## config.mk

```make
export PLATFORM = sky130hd
export DESIGN_NAME = reg_access_seq
export DESIGN_NICKNAME = d
export VERILOG_FILES = /design/src/rtl/reg_access_seq.sv
export SDC_FILE = /design/constraint.sdc
export NUM_CORES = 1
export LEC_CHECK = 0
export ABC_AREA = 0
export BUFFER_PORTS_ARGS = -buffer_cell sky130_fd_sc_hd__buf_4
export CAP_MARGIN = 20
export CELL_PAD_IN_SITES_DETAIL_PLACEMENT = 0
export CELL_PAD_IN_SITES_GLOBAL_PLACEMENT = 1
export CORE_MARGIN = 4
export CORE_UTILIZATION = 36
export DETAILED_ROUTE_END_ITERATION = 16
export HOLD_SLACK_MARGIN = 0.12
export PLACE_DENSITY_LB_ADDON = 0.1
export SYNTH_ARGS = -nofsm -noshare
export SYNTH_HDL_FRONTEND = slang
export SYNTH_SLANG_ARGS = --single-unit
```

## constraint.sdc

```tcl
create_clock -name clk -period 6.35 [get_ports clk]
set_clock_uncertainty 0.2 [all_clocks]
set_input_delay 0.3175 -clock clk [delete_from_list [all_inputs] [get_ports clk]]
set_output_delay 0.3175 -clock clk [all_outputs]
set_load 0.1 [all_outputs]
```

## src/rtl/reg_access_seq.sv

```systemverilog
// Multi-cycle register-bank initiator for one data-processing operation at a time:
// reads operands, hands them to the ALU, writes back result/flags and advances the PC.
module reg_access_seq #(
    parameter logic [31:0] PC_STEP = 32'd4,
    parameter int          IMM_W   = 8
) (
    input  logic             clk,
    input  logic             reset,
    input  logic             req_valid,
    output logic             req_ready,
    input  logic [3:0]       req_rd,
    input  logic [3:0]       req_rn,
    input  logic [3:0]       req_rm,
    input  logic             req_use_rm,
    input  logic [IMM_W-1:0] req_imm,
    input  logic             req_wb,
    input  logic             req_set_flags,
    output logic [3:0]       rb_read_A_select,
    output logic [3:0]       rb_read_B_select,
    output logic             rb_read_B_en,
    input  logic [31:0]      rb_read_A_data,
    input  logic [31:0]      rb_read_B_data,
    input  logic [31:0]      rb_read_pc_data,
    output logic [3:0]       rb_write_select,
    output logic             rb_write_en,
    output logic [31:0]      rb_write_data,
    output logic             rb_write_pc_en,
    output logic [31:0]      rb_write_pc_data,
    output logic             rb_write_cpsr_en,
    output logic [3:0]       rb_write_cpsr_data,
    output logic [31:0]      alu_op_a,
    output logic [31:0]      alu_op_b,
    output logic             alu_valid,
    input  logic             alu_done,
    input  logic [31:0]      alu_result,
    input  logic [3:0]       alu_flags,
    output logic             done,
    output logic             busy
);
    typedef enum logic [2:0] {
        S_IDLE, S_READ, S_CAPT, S_EXEC, S_WB, S_PCINC, S_DONE
    } state_t;

    state_t             state_q;
    logic [3:0]         rd_q;
    logic               use_rm_q;
    logic [IMM_W-1:0]   imm_q;
    logic               wb_q;
    logic               set_flags_q;
    logic [31:0]        pc_q;

    logic [3:0]         a_sel_q, b_sel_q, w_sel_q;
    logic               b_en_q, w_en_q, pc_en_q, cpsr_en_q;
    logic [31:0]        w_data_q, pc_data_q, op_a_q, op_b_q;
    logic [3:0]         cpsr_data_q;
    logic               alu_valid_q, done_q;

    assign req_ready          = (state_q == S_IDLE);
    assign busy               = (state_q != S_IDLE);
    assign rb_read_A_select   = a_sel_q;
    assign rb_read_B_select   = b_sel_q;
    assign rb_read_B_en       = b_en_q;
    assign rb_write_select    = w_sel_q;
    assign rb_write_en        = w_en_q;
    assign rb_write_data      = w_data_q;
    assign rb_write_pc_en     = pc_en_q;
    assign rb_write_pc_data   = pc_data_q;
    assign rb_write_cpsr_en   = cpsr_en_q;
    assign rb_write_cpsr_data = cpsr_data_q;
    assign alu_op_a           = op_a_q;
    assign alu_op_b           = op_b_q;
    assign alu_valid          = alu_valid_q;
    assign done               = done_q;

    always_ff @(posedge clk) begin
        if (reset) begin
            state_q     <= S_IDLE;
            rd_q        <= '0;
            use_rm_q    <= 1'b0;
            imm_q       <= '0;
            wb_q        <= 1'b0;
            set_flags_q <= 1'b0;
            pc_q        <= '0;
            a_sel_q     <= '0;
            b_sel_q     <= '0;
            w_sel_q     <= '0;
            b_en_q      <= 1'b0;
            w_en_q      <= 1'b0;
            pc_en_q     <= 1'b0;
            cpsr_en_q   <= 1'b0;
            w_data_q    <= '0;
            pc_data_q   <= '0;
            op_a_q      <= '0;
            op_b_q      <= '0;
            cpsr_data_q <= '0;
            alu_valid_q <= 1'b0;
            done_q      <= 1'b0;
        end else begin
            case (state_q)
                S_IDLE: begin
                    if (req_valid) begin
                        rd_q        <= req_rd;
                        use_rm_q    <= req_use_rm;
                        imm_q       <= req_imm;
                        wb_q        <= req_wb;
                        set_flags_q <= req_set_flags;
                        a_sel_q     <= req_rn;
                        b_sel_q     <= req_rm;
                        b_en_q      <= req_use_rm;
                        state_q     <= S_READ;
                    end
                end
                S_READ: state_q <= S_CAPT;
                S_CAPT: begin
                    // The B bus floats when disabled, so it is only sampled for Rm operands.
                    op_a_q      <= rb_read_A_data;
                    op_b_q      <= use_rm_q ? rb_read_B_data : 32'(imm_q);
                    pc_q        <= rb_read_pc_data;
                    b_en_q      <= 1'b0;
                    alu_valid_q <= 1'b1;
                    state_q     <= S_EXEC;
                end
                S_EXEC: begin
                    if (alu_done) begin
                        alu_valid_q <= 1'b0;
                        w_sel_q     <= rd_q;
                        w_en_q      <= wb_q;
                        w_data_q    <= alu_result;
                        cpsr_en_q   <= set_flags_q;
                        cpsr_data_q <= alu_flags;
                        state_q     <= S_WB;
                    end
                end
                S_WB: begin
                    w_en_q    <= 1'b0;
                    cpsr_en_q <= 1'b0;
                    // A write to R15 is itself the new PC; the increment is skipped.
                    if (wb_q && rd_q == 4'd15) begin
                        done_q  <= 1'b1;
                        state_q <= S_DONE;
                    end else begin
                        pc_en_q   <= 1'b1;
                        pc_data_q <= pc_q + PC_STEP;
                        state_q   <= S_PCINC;
                    end
                end
                S_PCINC: begin
                    pc_en_q <= 1'b0;
                    done_q  <= 1'b1;
                    state_q <= S_DONE;
                end
                S_DONE: begin
                    done_q  <= 1'b0;
                    state_q <= S_IDLE;
                end
                default: state_q <= S_IDLE;
            endcase
        end
    end
endmodule
```

======== Yosys cells after proc, flatten, opt, wreduce, memory -nomap -nowiden ========
Index checks and enable logic that the tools add are counted.
word-level totals
  flip-flop bits (word level) ............. 200
  latch bits .............................. 0
  memory bits (writable) .................. 0
  bits in read-only memories .............. 0
  input port bits ......................... 159
  output and inout bits ................... 152
  logic and storage cells ................. 68
  memories ................................ 0
cells by class
  add/sub/neg operators ................... 1
  $mul .................................... 0
  divide/modulo/power cells ............... 0
  magnitude comparators ................... 0
  eq/ne operators ......................... 11
  shift-type cells ........................ 0
  multiplexer cells ....................... 17
  bitwise gates (word level) .............. 1
  reductions and logical operators ........ 17
operators with widths
  operator               number
  $add 32x3->32 const B  1
  $mux 32                1
  $pmux 3 s6             1
  $reduce_and 2->1       9
  $pmux 1 s2             5
  $eq 3x3->1 const B     3
  $ne 2x2->1 const B     4
  $reduce_bool 2->1      4
  $eq 3x2->1 const B     2
  $mux 1                 6
  $mux 3                 2
  $reduce_bool 3->1      2
  $eq 4x4->1 const B     1
  $eq 3x1->1 const B     1
  $logic_not 3->1        1
  $pmux 1 s3             1
  $mux 2                 1
  $logic_and 1x1->1      1
  $not 1->1              1

======== Longest topological paths before layout ========
  depth after elaboration ................. 4
  depth in mapped cells ................... 7
  gate-level depth less buffers ........... 5

======== Least setup slack after synthesis ========
Ideal clock, no wire load.
  path kind ............................... flip-flop to output port
  start ................................... register state_q[0]
  end ..................................... output busy
  data arrival time ....................... 3,939 ps
  data required time ...................... 5,832 ps
  path slack .............................. 1,893 ps
  cell stages (with the launch flop) ...... 4
  path buffers ............................ 1
  cells stage by stage .................... dfxtp_1 > clkbuf_1 > nor3_1 > inv_1
between the ends
  longest elaborated chain between the ends .. 1
RTL lines
  item                    line  source
  start, declared         44    state_t state_q;
  start signal, assigned  77    state_q <= S_IDLE;
  start signal, assigned  110   state_q <= S_READ;
  start signal, assigned  113   S_READ: state_q <= S_CAPT;
  $reduce_bool 3->1       59    assign busy = (state_q != S_IDLE);
  end, declared           38    output logic busy
Every way passes these cells.

======== Worst setup path after layout ========
  start ................................... register pc_q[6]
  end ..................................... register pc_data_q[28], in the netlist rb_write_pc_data[28]
between the ends
  longest elaborated chain between the ends .. 1
RTL lines
  item                    line  source
  start, declared         50    logic [31:0] pc_q;
  start signal, assigned  118   pc_q <= rb_read_pc_data;
  $add 32x3->32           143   pc_data_q <= pc_q + PC_STEP;
  end signal, assigned    143
  end, declared           54    logic [31:0] w_data_q, pc_data_q, op_a_q, op_b_q;
Every way passes these cells.
A chain may end at the register's enable or synchronous reset.

==> flow_summary.toml <==
[yosys]
syn-cell-area_mm2 = 0.00759
synth.most_common_cell = "nand2_1"
netlist.area_leader.share = 0.527
ys_seq_area_frac = 0.527
synth-edff-count = 0
synth_area_leader_cell = "dfxtp_1"
yosysWarnings = 0
ys_ff_latch = 200
ys_top_cells_by_count = "nand2_1 (296), dfxtp_1 (200), a21oi_1 (157)"
syn_nets = 1109
synthCells = 949
synth_area_leaders = "dfxtp_1 (53%), nand2_1 (15%), a21oi_1 (10%), clkbuf_1 (3.6%), a211oi_1 (2.4%)"
synth_ff_type = "dfxtp_1"
yosysUniqueCellTypes = 35
async_flop_share = 0
syn_area_per_cell_um2 = 8.00

[global_route]
grt_antenna_before_repair = 1
grt.met2_usage = 0.355
grt_use_total = 0.208
met3_usage = 0.0551
overflow = 0
grt_pass1_wl_mm = 40.3
grt_use_met1 = 0.254
grt_max_degree = 128
grt.busiest_layer = "met2"
grt_pass1_vias = 7846

[clock_tree]
clock-root-buffer = "clkbuf_16"
clk_path_buf_depth = 2
cts_resized = 0
cts_buffers = 17
postCtsSetupBuffers = 0
clock_sinks = 200
clk_pin_slew_ns = 0.07
holdBufCountCts = 156
cts_tree = "yes"
h-tree-depth = 4
insertion_delay_ns = 0.42

[critical_path]
crit_path_end_kind = "register"
path_max_fanout = 13
timing.rr.end = "rb_write_pc_data[28]$_SDFFE_PP0P_"
r2r_cells = 4
startpoint = "pc_q[6]$_SDFFE_PP0P_"
worstPathArrival_ns = 2.65
start_kind = "register"
reg2reg_slack_ns = 3.82
r2r-start = "pc_q[6]$_SDFFE_PP0P_"
path_class = "reg2reg"
worstPathRequired_ns = 6.47

[layout]
syn_to_final_growth_pct = 61.3
drive_gt1_frac = 0.257
fin_nets = 1527

[min_path]
holdPathEnd = "state_q[0]$_SDFFE_PP0P_"
hp-class = "in2reg"
worstHoldPathCells = 5
worstHoldStart = "req_valid"

[floorplanning]
io_pins = 311
initial_utilization = 0.371
die_h_um = 153
rows = 52
dieArea_mm2 = 0.0235
die_w_um = 153
core_mm2 = 0.0205

[power_and_ir_drop]
p_clk_frac = 0.371
power.net_switching_mw = 0.976
netSwitchingFraction = 0.308
pwr-share-seq = 0.425
cellPowerDensity_mw_per_mm2 = 259
comb_power_share = 0.204
internal-power_mw = 2.20
ir_drop_v = 0.000179
p_leak_nw = 4.88

[timing]
finalWorstPathRequiredPeriod_ns = 2.53
setup_tns_ns = 0
slew_viol_final = 0
hold_slack_ns = 0.149
setup_ws_ns = 3.82
post-route-period-util = 0.399
fmax_mhz = 395
grt_setup_unrepaired = "false"
tightestPinTransition_ns = 1.01
slew_headroom = 0.328
setup_viol = 0
hold_viol_final = 0

[route]
ant_nets = 0
avgViaCountPerCell = 4.82
finalWirelength_mm = 25.3
first_pass_iters = 5
drc_errors = 0
num_vias = 7954
drt_iter0_markers = 399
wl_per_cell_um = 15.3

[run]
maxCapViolations = 0

[place]
pre_cts_ws_ns = 3.86
dp_hpwl_mm = 16.6
gp_congestion = 0.809
io_buffers = 310

[status]
outcome = "finished, final reports clean"
## per-layer routing
layer | part of all wire | routed length [µm]
met2 | 0.49 | 12500
met3 | 0.067 | 1700
met1 | 0.42 | 10600
met4 | 0.024 | 602
met5 | 0 | 0
## cell families (layout without fill, tap and decap cells)
kind of cell,Yosys count,after routing,share of synthesized area
simple gates,418,418,0.233
compound gates,224,224,0.167
flops,200,200,0.527
buf+inv,82,513,0.0417
xor+xnor,14,14,0.0161
mux,10,10,0.0132
fa+ha+maj,1,1,0.00165
other cells,0,1,0
## how the worst max path moves through the flow
stage | end | slack, ns | cells after the start
after floorplan | busy | 1.89 | 3
after global placement | rb_write_pc_data[28]$_SDFFE_PP0P_ | 3.95 | 4
after detailed placement | rb_write_pc_data[31]$_SDFFE_PP0P_ | 3.86 | 4
after CTS | rb_write_pc_data[31]$_SDFFE_PP0P_ | 3.84 | 4
after global routing | rb_write_pc_data[31]$_SDFFE_PP0P_ | 3.66 | 4
final | rb_write_pc_data[28]$_SDFFE_PP0P_ | 3.82 | 4
## worst max-delay path: stages, from the launching register on
cell and delay [ns]:
dfxtp_1 0.44, and4_1 0.39, nand4_1 0.50, or4_1 0.60, a311oi_1 0.29
## stage by stage
step / cell area [µm²] / util / power, mW / std cells
floorplan: 7590 / - / 1.76 / 949
global placement: 10000 / 0.490 / 1.94 / 1461
detailed placement: 10000 / 0.490 / 1.95 / 1461
CTS: 12200 / 0.597 / 3.21 / 1649
global route: 12300 / 0.598 / 3.30 / 1651
finish: 12300 / 0.598 / 3.17 / 1651
## final cells by class
class,count,area [µm²]
Sequential cell,200,4000
Inverter,7,26.3
Timing Repair Buffer,474,3970
Fill cell,1852,8240
Clock buffer,17,425
Multi-Input combinational cell,667,3280
Antenna cell,1,2.50
Clock inverter,15,209
Tap cell,270,338
## cell usage in the layout (no fill, tap or decap), drive strengths merged, types with 5 or more instances in the layout
cell type / n
buf: 318
nand2: 296
dfxtp: 200
a21oi: 157
dlygate4sd3: 156
nor2: 36
nand3: 35
a211oi: 24
clkbuf: 17
nand4: 14
inv: 14
or4: 11
o31ai: 10
mux2i: 10
xor2: 9
o21ai: 8
o21bai: 7
a31oi: 7
a311oi: 7
and3: 5
or3: 5
xnor2: 5
## power groups by stage
stage | clock (mW) | combinational (mW) | sequential, mW
after floorplan | 0 | 0.169 | 1.59
after global placement | 0 | 0.567 | 1.38
after detailed placement | 0 | 0.568 | 1.38
after CTS | 1.21 | 0.649 | 1.35
after global routing | 1.25 | 0.686 | 1.36
final | 1.18 | 0.646 | 1.35
## state kept, by name, summed over array words and instances (netlist names)
signal / cells
rb_write_pc_data: 32
rb_write_pc_en: 1
imm_q: 8
use_rm_q: 1
rb_write_data: 32
rd_q: 4
pc_q: 32
rb_write_cpsr_en: 1
done: 1
rb_read_B_en: 1
set_flags_q: 1
rb_write_select: 4
alu_op_b: 32
rb_read_A_select: 4
alu_valid: 1
state_q: 3
alu_op_a: 32
wb_q: 1
rb_write_en: 1
rb_write_cpsr_data: 4
rb_read_B_select: 4
Power figures use the tool's default switching activity.
